[src/rtl/usb_rx_pkg.sv]
// usb_rx_pkg: shared state encoding and constants
// for the USB full-speed receive controller.
package usb_rx_pkg;

  typedef enum logic [3:0] {
    IDLE,
    SYNC_RX,
    SYNC_CHK,
    BYTE_RX,
    STORE,
    EOP_CHK,
    EOP_END,
    ERR_WAIT,
    ERR_EOP
  } state_t;

  localparam logic [7:0] SYNC_PID_DEFAULT = 8'h80;
  localparam int BYTE_CNT_W = 7;

endpackage

[src/rtl/usb_rx_byte_cnt.sv]
// usb_rx_byte_cnt: saturating data-byte counter.
// Ports: clk, rst (async high), clr (sync), en, count, full (count==MAX).
import usb_rx_pkg::*;

module usb_rx_byte_cnt #(
  parameter int MAX = 64
) (
  input  logic                  clk,
  input  logic                  rst,
  input  logic                  clr,
  input  logic                  en,
  output logic [BYTE_CNT_W-1:0] count,
  output logic                  full
);

  localparam logic [BYTE_CNT_W-1:0] MAX_C = BYTE_CNT_W'(MAX);

  assign full = (count == MAX_C);

  always_ff @(posedge clk or posedge rst) begin
    if (rst) begin
      count <= '0;
    end else if (clr) begin
      count <= '0;
    end else if (en && !full) begin
      count <= count + 1'b1;
    end
  end

endmodule

[src/rtl/usb_rx_ctrl.sv]
// usb_rx_ctrl: USB FS receive sequencer (SYNC check, byte strobe, EOP check).
// In: d_edge eop shift_enable byte_received rcv_data; out: timer_clr rcving w_enable r_error byte_count.
import usb_rx_pkg::*;

module usb_rx_ctrl #(
  parameter logic [7:0] SYNC_BYTE = SYNC_PID_DEFAULT,
  parameter int         MAX_BYTES = 64
) (
  input  logic                  clk,
  input  logic                  rst,
  input  logic                  d_edge,
  input  logic                  eop,
  input  logic                  shift_enable,
  input  logic                  byte_received,
  input  logic [7:0]            rcv_data,
  output logic                  timer_clr,
  output logic                  rcving,
  output logic                  w_enable,
  output logic                  r_error,
  output logic [BYTE_CNT_W-1:0] byte_count
);

  state_t state;
  logic   cnt_full;
  logic   eop_se;
  logic   start;

  assign eop_se = eop & shift_enable;
  assign start  = (state == IDLE) & d_edge;

  usb_rx_byte_cnt #(
    .MAX (MAX_BYTES)
  ) u_cnt (
    .clk   (clk),
    .rst   (rst),
    .clr   (start),
    .en    (state == STORE),
    .count (byte_count),
    .full  (cnt_full)
  );

  always_ff @(posedge clk or posedge rst) begin
    if (rst) begin
      state     <= IDLE;
      timer_clr <= 1'b0;
      rcving    <= 1'b0;
      w_enable  <= 1'b0;
      r_error   <= 1'b0;
    end else begin
      timer_clr <= 1'b0;
      w_enable  <= 1'b0;
      case (state)
        IDLE: begin
          if (d_edge) begin
            state     <= SYNC_RX;
            timer_clr <= 1'b1;
            rcving    <= 1'b1;
            r_error   <= 1'b0;
          end
        end
        SYNC_RX: begin
          if (byte_received) begin
            state <= SYNC_CHK;
          end else if (eop_se) begin
            state   <= ERR_EOP;
            r_error <= 1'b1;
          end
        end
        SYNC_CHK: begin
          // Good SYNC goes to EOP_CHK so a SYNC+EOP packet is legal.
          if (rcv_data == SYNC_BYTE) begin
            state <= EOP_CHK;
          end else begin
            state   <= ERR_WAIT;
            r_error <= 1'b1;
          end
        end
        BYTE_RX: begin
          if (byte_received) begin
            state    <= STORE;
            // Write strobe is high for the whole STORE cycle,
            // suppressed when this byte would overflow.
            w_enable <= !cnt_full;
          end else if (eop_se) begin
            state   <= ERR_EOP;
            r_error <= 1'b1;
          end
        end
        STORE: begin
          if (cnt_full) begin
            state   <= ERR_WAIT;
            r_error <= 1'b1;
          end else begin
            state <= EOP_CHK;
          end
        end
        EOP_CHK: begin
          if (shift_enable) begin
            state <= eop ? EOP_END : BYTE_RX;
          end
        end
        EOP_END, ERR_EOP: begin
          if (d_edge) begin
            state  <= IDLE;
            rcving <= 1'b0;
          end
        end
        ERR_WAIT: begin
          if (eop_se) begin
            state <= ERR_EOP;
          end
        end
        default: begin
          state  <= IDLE;
          rcving <= 1'b0;
        end
      endcase
    end
  end

endmodule

[config.mk]
export PLATFORM = sky130hd
export DESIGN_NAME = usb_rx_ctrl
export DESIGN_NICKNAME = d
export VERILOG_FILES = /design/src/rtl/usb_rx_pkg.sv /design/src/rtl/usb_rx_byte_cnt.sv /design/src/rtl/usb_rx_ctrl.sv
export SDC_FILE = /design/constraint.sdc
export NUM_CORES = 1
export LEC_CHECK = 0
export ABC_CLOCK_PERIOD_IN_PS = 2160
export BUFFER_PORTS_ARGS = -buffer_cell sky130_fd_sc_hd__buf_2
export CORE_AREA = 5 5 49 51
export DETAILED_ROUTE_END_ITERATION = 7
export DIE_AREA = 0 0 54 56
export GPL_ROUTABILITY_DRIVEN = 0
export HOLD_SLACK_MARGIN = 0.12
export PLACE_DENSITY = 0.78
export SYNTH_ARGS = -nofsm -noshare
export SYNTH_HDL_FRONTEND = slang
export SYNTH_SLANG_ARGS = --single-unit
[constraint.sdc]
create_clock -name clk -period 2.16 [get_ports clk]
set_input_delay 0.432 -clock clk [delete_from_list [all_inputs] [get_ports clk]]
set_output_delay 0.432 -clock clk [all_outputs]
set_load 0.02 [all_outputs]
== Word-level counts from Yosys, hierarchy flattened ==
Cells that the tools add are included.
Word-level totals
  bits of input ports: 14
  logic and storage cells: 62
  bits in read-only memories: 0
  memories: 0
  bits in registers: 15
  memory bits (writable): 0
  output and inout port bits: 11
  bits in latches: 0
Operators by class
  bitwise gates (word level): 3
  shift-type cells: 0
  reduce and logical (&&, ||, !) cells: 11
  div/mod/pow operators: 0
  add/subtract/negate cells: 1
  mux-type cells: 24
  multiply operators: 0
  equal/unequal tests: 17
  magnitude comparators: 0
Operators with widths (count)
  $pmux 4 s8: 1
  $mux 4: 6
  $eq 4x3->1 const B: 4
  $mux 7: 2
  $ne 2x2->1 const B: 6
  $mux 1: 10
  $eq 4x2->1 const B: 2
  $eq 8x8->1 const B: 1
  $add 7x1->7 const B: 1
  $eq 7x7->1 const B: 1
  $reduce_and 3->1: 2
  $reduce_and 6->1: 1
  $reduce_or 6->1: 1
  $eq 4x1->1 const B: 1
  $eq 4x4->1 const B: 1
  $logic_not 4->1: 1
  $mux 2: 2
  $pmux 1 s4: 1
  $reduce_bool 4->1: 1
  $reduce_or 2->1: 2
  $mux 3: 1
  $pmux 1 s3: 1
  $and 1x1->1: 2
  $ne 2x1->1 const B: 1
  other kinds (4): 4

== Longest topological paths before layout ==
Gate-level depths: netlist of run 1.
  word-level depth: 5
  gate-level depth with buffers: 6
  mapped depth without buffers: 6

== Hierarchy ==
A second synthesis of run 1 with hierarchy kept.
Second synthesis, totals
  cell total of the unflattened synthesis: 118
  area total of the unflattened synthesis: 1018.5 um^2
Modules (own cells, without submodules)
  usb_rx_ctrl: area each 600.6 um^2, seq. area each 200.2 um^2, instances 1, cells each 75
  usb_rx_byte_cnt: area each 417.9 um^2, seq. area each 175.2 um^2, instances 1, cells each 43

== Worst setup path after synthesis of run 1 ==
OpenSTA, ideal clock, no wires.
  path type: register -> register
  start point: register u_cnt.count[0]
  end point: register u_cnt.count[2]
  data arrival time: 1.385 ns
  required time: 2.079 ns
  period minus slack after synthesis: 1.466 ns
  setup time: 0.081 ns
  setup slack: 0.694 ns
  buffers on the path: 0
  stages on the path, launching flop included: 7
  path through: dfrtp_1 inv_1 ha_1 nand4bb_1 o31a_2 nand2_1 mux2i_1
Between the ends
  cells in the longest elaborated chain, start to end: 4
  elaborated cells between the ends (all ways): 7
Ends and longest elaborated chain
  start: declaration: RTL line usb_rx_byte_cnt.sv:12  | output logic [BYTE_CNT_W-1:0] count,
  start signal: assignment: RTL line usb_rx_byte_cnt.sv:26  | count <= count + 1'b1;
  branches (longest 4 deep; another with $add 7x1->7)
Several ways; the timed one is not identified. The select of a mux whose other input is x is not followed.
A chain may end at the register's enable or synchronous reset.

== Worst setup path after layout of run 1 ==
  start point: register state[1]
  end point: register r_error
Between the ends
  cells in the longest elaborated chain, start to end: 4
  elaborated cells between the ends (all ways): 14
Ends and longest elaborated chain
  start: declaration: RTL line usb_rx_ctrl.sv:23  | state_t state;
  start signal: assignment: RTL line usb_rx_ctrl.sv:99  | state <= eop ? EOP_END : BYTE_RX;
  $eq 4x2->1 or $eq 4x1->1 (tied branches): RTL line usb_rx_ctrl.sv:52  | case (state)
  $reduce_or 2->1 (no source line)
  $ne 2x1->1 (no source line), or another cell as far along
  $reduce_and 6->1 (no source line)
  end signal: assignment: RTL line usb_rx_ctrl.sv:48  | r_error <= 1'b0;
  end signal: assignment: RTL line usb_rx_ctrl.sv:58  | r_error <= 1'b0;
  end signal: assignment: RTL line usb_rx_ctrl.sv:66  | r_error <= 1'b1;
  end: declaration: RTL line usb_rx_ctrl.sv:19  | output logic r_error,
Several ways; a longest one is shown, not always the timed one.

==> results of run 1 <==
## metrics by stage
stage	setup WS, ns	hold WS, ns	utilization, %	cell area (um2)	power (mW)
after floorplan	0.694	0.333	-	980	1.03
after global placement	0.526	0.494	57.8	1100	1.16
after detailed placement	0.468	0.498	57.8	1100	1.17
after CTS	0.453	0.200	59.2	1130	1.33
after global routing	0.298	0.218	59.2	1130	1.43
final	0.427	0.181	59.2	1130	1.32
## cells by family after synthesis
logic type | synth area share, %
simple gates | 26.9
compound gates | 19.5
flops | 38.3
buf+inv | 6.13
xor+xnor | 4.47
mux | 2.04
fa+ha+maj | 2.55
## sequential cells by signal, indices dropped and copies added (netlist names)
signal       count
rcving           1
state            4
u_cnt.count      7
w_enable         1
r_error          1
timer_clr        1
## worst register-to-register path, stage by stage, from the launching register on
cell,delay [ns]
sky130_fd_sc_hd__dfrtp_1,0.61
sky130_fd_sc_hd__nor4b_4,0.47
sky130_fd_sc_hd__o31a_2,0.27
sky130_fd_sc_hd__nor2_1,0.06
sky130_fd_sc_hd__a22o_1,0.22
## layer usage
layer / vias to the layer above / track usage (%) / wire, um / part of all wire (%)
met4: 0 / 5.34 / 27 / 1.2
met5: - / 0 / 0 / 0
met1: 418 / 20.2 / 953 / 44
li1: 441 / - / - / -
met3: 5 / 5.63 / 181 / 8.3
met2: 27 / 24.6 / 1010 / 47
## layout make-up
| type | count | area [um2] | area share [%] |
|---|---|---|---|
| well taps | 27 | 33.8 | 3.00 |
| inverters | 7 | 26.3 | 2.33 |
| clock buffers | 4 | 26.3 | 2.33 |
| multi-input cells | 79 | 544 | 48.3 |
| flip-flops and latches | 15 | 375 | 33.3 |
| repair buffers | 24 | 120 | 10.7 |
## where the power goes
part	leakage [nW]	switching (mW)	total, mW	internal [mW]
Combinational	0.339	0.329	0.610	0.281
Clock	0.0150	0.0835	0.155	0.0718
Sequential	0.195	0.193	0.556	0.363
Total	0.549	0.605	1.32	0.715
## layout by cell type, fill, tap and decap left out, drive strengths merged, types with 3 or more instances in the layout
cell type	netlist	layout
buf	4	24
dfrtp	15	15
nor2	14	14
inv	7	7
nand2	5	5
a21oi	5	5
nand4	5	5
clkbuf	2	4
nor3	3	3
xor2	3	3
## how the worst min path moves through the flow
stage / endpoint / from / slack, ns / depth (start not counted)
after CTS: state[1]$_DFFE_PP0P_ / rst / 0.20 / 2
after floorplan: r_error$_DFFE_PP0P_ / rst / 0.33 / 1
final: state[1]$_DFFE_PP0P_ / rst / 0.18 / 2
after global routing: state[1]$_DFFE_PP0P_ / rst / 0.22 / 2
after global placement: r_error$_DFFE_PP0P_ / r_error$_DFFE_PP0P_ / 0.49 / 1
after detailed placement: r_error$_DFFE_PP0P_ / r_error$_DFFE_PP0P_ / 0.50 / 1
==> flow_summary_export.csv, run 1 <==
group,metric,value,unit
die,floorplan.die.height,56,um
placement,count_of_input_and_output_buffers,24,
timing,final_hold_viol_count,0,
die,initial_utilization,51.5,%
timing,period_share,80.2,%
yosys,synth.yosys.warnings,0,
timing,rsz_0062_raised_after_global_routing,"no",
route,detailroute.via_count,891,
cts,hold_bufs_inserted_after_cts,0,
yosys,synth-edff-count,0,
yosys,ys_async_sr_fraction,100,%
global_routing,first_global_vias,843,
outcome,outcome,"completed",
yosys,yosys_most_used_dff,"sky130_fd_sc_hd__dfrtp_1",
yosys,synthTopCellsByCount,"15 x sky130_fd_sc_hd__dfrtp_1, 14 x sky130_fd_sc_hd__nor2_1, 7 x sky130_fd_sc_hd__inv_1",
cts,total_clock_buffers_created_by_cts,3,
setup_path,timing.critical_path.from,"state[1]$_DFFE_PP0P_",
route,avgRoutedWirePerCell,13.9,um
cells_and_area,layout-drive-gt1-share,24.8,%
cts,numClockSinks,15,
cts,post_cts.resized_instances,0,
yosys,share_of_the_yosys_chip_area_belonging_to_registers,38.3,%
timing,worst_pin_slew,0.611,ns
route,aggregate_routed_wire_length,2170,um
global_routing,grt.total_usage,15.9,%
power_and_ir_drop,power.static_leakage,0.549,nW
setup_path,timing.critical_path.from_type,"flop",
setup_path,criticalPathCategory,"reg -> reg",
setup_path,crit_required,2.33,ns
global_routing,grt_antenna_before_repair,0,
yosys,synth_most_common_cell,"sky130_fd_sc_hd__dfrtp_1",
timing,layout_min_cycle_time,1.73,ns
route,first_pass_iters,4,
cells_and_area,antennaDiodeCount,0,
global_routing,largest_net_degree_at_the_start_of_global_routing,20,
yosys,netlist_area,980,um2
yosys,synth_top_area_share,38.3,%
timing,maxClockFrequency,577,MHz
route,drt-initial-drc-count,24,
cells_and_area,layout.filler_cells,179,
placement,placed_cells,152,
timing,finalSetupViolations,0,
route,ant_nets,0,
timing,finalClockSkew,0.00388,ns
setup_path,timing.reg2reg.worst_path_depth,4,
timing,sum_of_negative_setup_slack,0,ns
cts,worst_setup_hold_path_clk_slew,0.08,ns
global_routing,gr-total-overflow,0,
cts,clk_latency,0.28,ns
setup_path,crit_path_end,"r_error$_DFFE_PP0P_",
placement,hpwlAfterDp,1650,um
power_and_ir_drop,powerDensity,1170,mW/mm2
setup_path,crit_path_max_fanout,19,
cts,cts.path.max_buffers,2,
die,design.portCount,25,
die,placementRows,16,
timing,timing.slew.headroom,59.3,%
cts,clock_root_buffer,"sky130_fd_sc_hd__clkbuf_4",
yosys,netlist_instances,107,
cts,tritoncts,"done",
global_routing,grt_first_pass_wirelength,3590,um
setup_path,cp_top_family,"flip-flops",
cts,htree_num_levels,1,
route,post-route-drc-count,0,
yosys,yosys.cell_types.count,41,
route,vias_per_cell,5.71,
worst_hold_path,timing.hold.worst.class,"in -> async",
setup_path,timing.critical_path.slowest_cell_delay,0.61,ns
cells_and_area,stdcell_count,156,
cts,postCtsSetupRepairBufs,0,
setup_path,cp.arrival,1.91,ns
setup_path,timing.critical_path.cells,"nor4b_4 > o31a_2 > nor2_1 > a22o_1",
setup_path,worst_case_register_to_register_setup_slack,0.43,ns
yosys,synth.ff_latch_count,15,
die,dieArea,0.00302,mm2
die,die_x_extent,54,um
cells_and_area,area.growth.synth_to_final,14.9,%
yosys,synth_fp_nets,123,
setup_path,worst-path-stages,4,
cells_and_area,num-nets-final,146,
setup_path,worst_setup_path_end_kind,"flop",
yosys,post_synthesis_average_cell_area,9.16,um2
yosys,synth.area.top_cells,"sky130_fd_sc_hd__dfrtp_1 38%, sky130_fd_sc_hd__nor2_1 5.4%, sky130_fd_sc_hd__nand4_1 3.2%, sky130_fd_sc_hd__inv_1 2.7%, sky130_fd_sc_hd__xor2_1 2.7%",
setup_path,critPathSlowestCell,"sky130_fd_sc_hd__dfrtp_1",
die,fp.coreArea,0.00190,mm2
power_and_ir_drop,vdd_drop_max,0.000786,V
setup_path,worstReg2RegEnd,"r_error$_DFFE_PP0P_",
setup_path,critical_path.n_buffers_inverters,0,
yosys,post_synth_top_area_cell,"sky130_fd_sc_hd__dfrtp_1",
setup_path,reg2reg_from,"state[1]$_DFFE_PP0P_",
flow_run,drv_cap,0,
timing,slew_violations,0,
Power figures use the tool's default switching activity.
==> inputs of run 2 (changes only) <==
--- a/config.mk
+++ b/config.mk
@@ -5,14 +5,15 @@
 export SDC_FILE = /design/constraint.sdc
 export NUM_CORES = 1
 export LEC_CHECK = 0
-export ABC_CLOCK_PERIOD_IN_PS = 2160
+export ABC_AREA = 1
+export ABC_CLOCK_PERIOD_IN_PS = 1400
 export BUFFER_PORTS_ARGS = -buffer_cell sky130_fd_sc_hd__buf_2
-export CORE_AREA = 5 5 49 51
+export CORE_AREA = 5 5 54 56
 export DETAILED_ROUTE_END_ITERATION = 7
-export DIE_AREA = 0 0 54 56
+export DIE_AREA = 0 0 59 61
 export GPL_ROUTABILITY_DRIVEN = 0
 export HOLD_SLACK_MARGIN = 0.12
-export PLACE_DENSITY = 0.78
+export PLACE_DENSITY = 0.72
 export SYNTH_ARGS = -nofsm -noshare
 export SYNTH_HDL_FRONTEND = slang
 export SYNTH_SLANG_ARGS = --single-unit
==> constraint.sdc (replaced) <==
create_clock -name clk -period 1.4 [get_ports clk]
set_input_delay 0.28 -clock clk [delete_from_list [all_inputs] [get_ports clk]]
set_output_delay 0.28 -clock clk [all_outputs]
set_load 0.02 [all_outputs]
==> run 2 against run 1 <==
  * Die area grew 19%
  * Combinational power grew to 2.7 times the previous value
  * First-iteration DRC count grew 38%
  * Wire length grew 33%
  * Area after synthesis grew 8.8%
  * Clock power grew 84%
  * Critical path type unchanged
  * Worst setup slack lost 0.37 ns
  * Largest power group unchanged
  * Synthesized cell count grew 41%
==> flow_summary_export.csv, run 2 <==
group,metric,value,unit
outcome,outcome,"completed",
route,wl_met3,143,um
timing,slew_violations,0,
cts,total_clock_buffers_created_by_cts,3,
cells_and_area,final_common_cell,"sky130_fd_sc_hd__nand2_1",
timing,post-route-worst-setup-slack,0.0528,ns
die,placementRows,18,
yosys,netlist_instances,151,
yosys,yosys_most_used_dff,"sky130_fd_sc_hd__dfrtp_1",
die,design.portCount,25,
setup_path,timing.critical_path.cells,"ha_1 > nand2_1 > nor2_1 > or2_2 > nand4_1 > nand2_1",
yosys,synthTopCellsByCount,"37 x sky130_fd_sc_hd__nand2_1, 19 x sky130_fd_sc_hd__nor2_1, 15 x sky130_fd_sc_hd__dfrtp_1, 15 x sky130_fd_sc_hd__inv_1",
placement,count_of_input_and_output_buffers,24,
placement,detailedPlace.worstSlack,-0.0319,ns
yosys,post_synth_top_area_cell,"sky130_fd_sc_hd__dfrtp_1",
power_and_ir_drop,power_switching_share,49.9,%
setup_path,critPathSlowestCell,"sky130_fd_sc_hd__dfrtp_2",
timing,rsz_0062_raised_after_global_routing,"yes",
placement,hpwlAfterDp,2220,um
power_and_ir_drop,fraction_of_power_consumed_by_the_clock_network,10.9,%
yosys,synth-edff-count,0,
timing,period_share,96.2,%
global_routing,gr-total-overflow,0,
cts,cts.path.max_buffers,2,
setup_path,crit_required,1.61,ns
yosys,synth_most_common_cell,"sky130_fd_sc_hd__nand2_1",
die,fp.coreArea,0.00239,mm2
yosys,post_synthesis_average_cell_area,7.06,um2
power_and_ir_drop,power_frac_comb,63.9,%
global_routing,grt_first_pass_wirelength,4910,um
timing,sum_of_negative_setup_slack,0,ns
die,die_x_extent,59,um
cells_and_area,top_flop_regs,"u_cnt.count: 7 flops, state: 4 flops",
global_routing,first_global_vias,1179,
cells_and_area,layout_common_cells,"33 x sky130_fd_sc_hd__nand2_1, 24 x sky130_fd_sc_hd__buf_2, 14 x sky130_fd_sc_hd__nor2_1",
setup_path,cp.arrival,1.55,ns
setup_path,reg2reg_from,"u_cnt.count[0]$_DFFE_PP0P_",
power_and_ir_drop,power.switching,1.31,mW
yosys,netlist_area,0.00107,mm2
route,detailroute.via_count,1158,
yosys,synth_top_area_share,35.2,%
power_and_ir_drop,vdd_drop_max,0.00101,V
route,first_pass_iters,4,
die,floorplan.die.height,61,um
cells_and_area,area.growth.synth_to_final,33.0,%
cells_and_area,layout-drive-gt1-share,43.2,%
cells_and_area,antennaDiodeCount,0,
setup_path,criticalPathCategory,"reg -> reg",
yosys,synth.area.top_cells,"sky130_fd_sc_hd__dfrtp_1 35%, sky130_fd_sc_hd__nand2_1 13%, sky130_fd_sc_hd__nor2_1 6.7%, sky130_fd_sc_hd__nand4_1 5.9%, sky130_fd_sc_hd__inv_1 5.3%",
route,drt-initial-drc-count,33,
cells_and_area,num-nets-final,207,
worst_hold_path,timing.hold.worst.class,"in -> reg",
setup_path,crit_path_max_fanout,3,
worst_hold_path,hold_path_depth,3,
yosys,synth_fp_nets,167,
timing,layout_min_cycle_time,1.35,ns
cts,worst_setup_hold_path_clk_slew,0.11,ns
global_routing,grt.total_usage,17.8,%
timing,timing.slew.headroom,76.1,%
timing,final_hold_viol_count,0,
setup_path,worst_setup_path_end_kind,"flop",
worst_hold_path,hold_path_startpoint,"shift_enable",
cells_and_area,largest_register_ffs,7,
die,dieArea,0.00360,mm2
setup_path,worst_case_register_to_register_setup_slack,0.05,ns
route,post-route-drc-count,0,
yosys,synth.ff_latch_count,15,
cts,htree_num_levels,1,
cts,clock_root_buffer,"sky130_fd_sc_hd__clkbuf_4",
global_routing,largest_net_degree_at_the_start_of_global_routing,11,
timing,worst_pin_slew,0.358,ns
die,initial_utilization,44.7,%
yosys,yosys.cell_types.count,28,
cells_and_area,layout.filler_cells,229,
yosys,share_of_the_yosys_chip_area_belonging_to_registers,35.2,%
cells_and_area,largest-register,"u_cnt.count",
setup_path,timing.reg2reg.worst_path_depth,6,
power_and_ir_drop,internal-power,1.31,mW
cts,clk_latency,0.30,ns
global_routing,grt_antenna_before_repair,0,
route,aggregate_routed_wire_length,2900,um
timing,finalClockSkew,0.00401,ns
route,ant_nets,0,
cts,tritoncts,"done",
timing,finalSetupViolations,0,
route,highest-signal-layer,"met4",
timing,maxClockFrequency,742,MHz
route,met2WireLength,1540,um
setup_path,cpMostUsedCell,"sky130_fd_sc_hd__nand2_1",
power_and_ir_drop,power.static_leakage,0.774,nW
power_and_ir_drop,seqPwrFrac,25.2,%
setup_path,timing.critical_path.from_type,"flop",
setup_path,timing.critical_path.slowest_cell_delay,0.44,ns
route,vias_per_cell,5.26,
route,detail_route.wirelength.met1,1170,um
flow_run,drv_cap,0,
worst_hold_path,hold-path-endpoint,"state[0]$_DFFE_PP0P_",
setup_path,worstReg2RegEnd,"u_cnt.count[6]$_DFFE_PP0P_",
power_and_ir_drop,powerDensity,1840,mW/mm2
cts,numClockSinks,15,
yosys,ys_async_sr_fraction,100,%
route,avgRoutedWirePerCell,13.2,um
yosys,synth.yosys.warnings,0,
==> run 2: cell count changes after synthesis, moves of 5 or more <==
cell,previous run,this run
sky130_fd_sc_hd__nand4_1,5,10
sky130_fd_sc_hd__nand3_1,2,10
sky130_fd_sc_hd__inv_2,0,6
sky130_fd_sc_hd__nor2_1,14,19
sky130_fd_sc_hd__nand2_1,5,37
sky130_fd_sc_hd__inv_1,7,15
==> run 2: worst max path at each step <==
stage                                          start                         end  slack, ns  cells past startpoint
final                     u_cnt.count[0]$_DFFE_PP0P_  u_cnt.count[6]$_DFFE_PP0P_       0.05                      6
after global routing      u_cnt.count[1]$_DFFE_PP0P_  u_cnt.count[2]$_DFFE_PP0P_      -0.04                      9
after CTS                 u_cnt.count[0]$_DFFE_PP0P_  u_cnt.count[5]$_DFFE_PP0P_     0.0005                     10
after detailed placement  u_cnt.count[1]$_DFFE_PP0P_  u_cnt.count[5]$_DFFE_PP0P_      -0.03                     10
after global placement    u_cnt.count[1]$_DFFE_PP0P_  u_cnt.count[4]$_DFFE_PP0P_       0.02                      9
after floorplan           u_cnt.count[1]$_DFFE_PP0P_  u_cnt.count[5]$_DFFE_PP0P_      0.005                     10
==> run 2: per-layer routing <==
metal | up-vias | global-route usage (%)
li1 | 567 | -
met1 | 554 | 20.2
met2 | 30 | 32.2
met3 | 7 | 5.32
met4 | 0 | 5.50
met5 | - | 0
==> run 2: final cells by class <==
class	count	area [um2]	share of cell area (%)
Tap cell	30	37.5	2.65
Inverter	22	90.1	6.35
Sequential cell	15	379	26.7
Multi-Input combinational cell	113	668	47.1
Timing Repair Buffer	36	213	15.0
Clock buffer	3	22.5	1.59
Clock inverter	1	7.51	0.530
==> run 2: timing repair <==
item,in CTS,in global routing
endpoints found under the hold margin,8,0
pin swaps,0,8
gates resized for setup,5,26
endpoints found under the setup margin,8,11
setup buffers,0,7
hold buffers,1,0
==> run 2: power by group through the flow <==
stage	registers, mW	logic (mW)	clock network [mW]
after floorplan	0.732	0.955	0
after global placement	0.671	1.32	0
after detailed placement	0.679	1.36	0
after CTS	0.678	1.37	0.290
after global routing	0.673	1.83	0.313
final	0.658	1.67	0.285
==> run 2: cells by family (layout without fill, tap and decap cells) <==
family / after synthesis / after routing / synth area share [%]
AO/OA/AOI/OAI: 16 / 16 / 8.57
XOR/XNOR: 1 / 1 / 0.822
adder cells (fa/ha/maj): 2 / 2 / 2.35
buffers and inverters: 23 / 62 / 9.04
flip-flops: 15 / 15 / 35.2
AND/OR/NAND/NOR: 94 / 94 / 44.0
==> run 2: stage by stage <==
step / std cells / total power [mW] / hold WS (ns) / util (%) / area, um2
floorplan: 151 / 1.69 / 0.181 / - / 1070
CTS: 213 / 2.34 / 0.283 / 54.1 / 1290
detailed placement: 208 / 2.04 / 0.276 / 52.1 / 1240
global route: 220 / 2.81 / 0.280 / 59.4 / 1420
finish: 220 / 2.62 / 0.284 / 59.4 / 1420
global placement: 208 / 1.99 / 0.265 / 52.1 / 1240
==> run 2: worst max-delay path: cells and delay by family, from the launching register on <==
family	cells	cell delay (ns)
flip-flops	1	0.44
adder cells (fa/ha/maj)	1	0.24
AND/OR/NAND/NOR	5	0.57
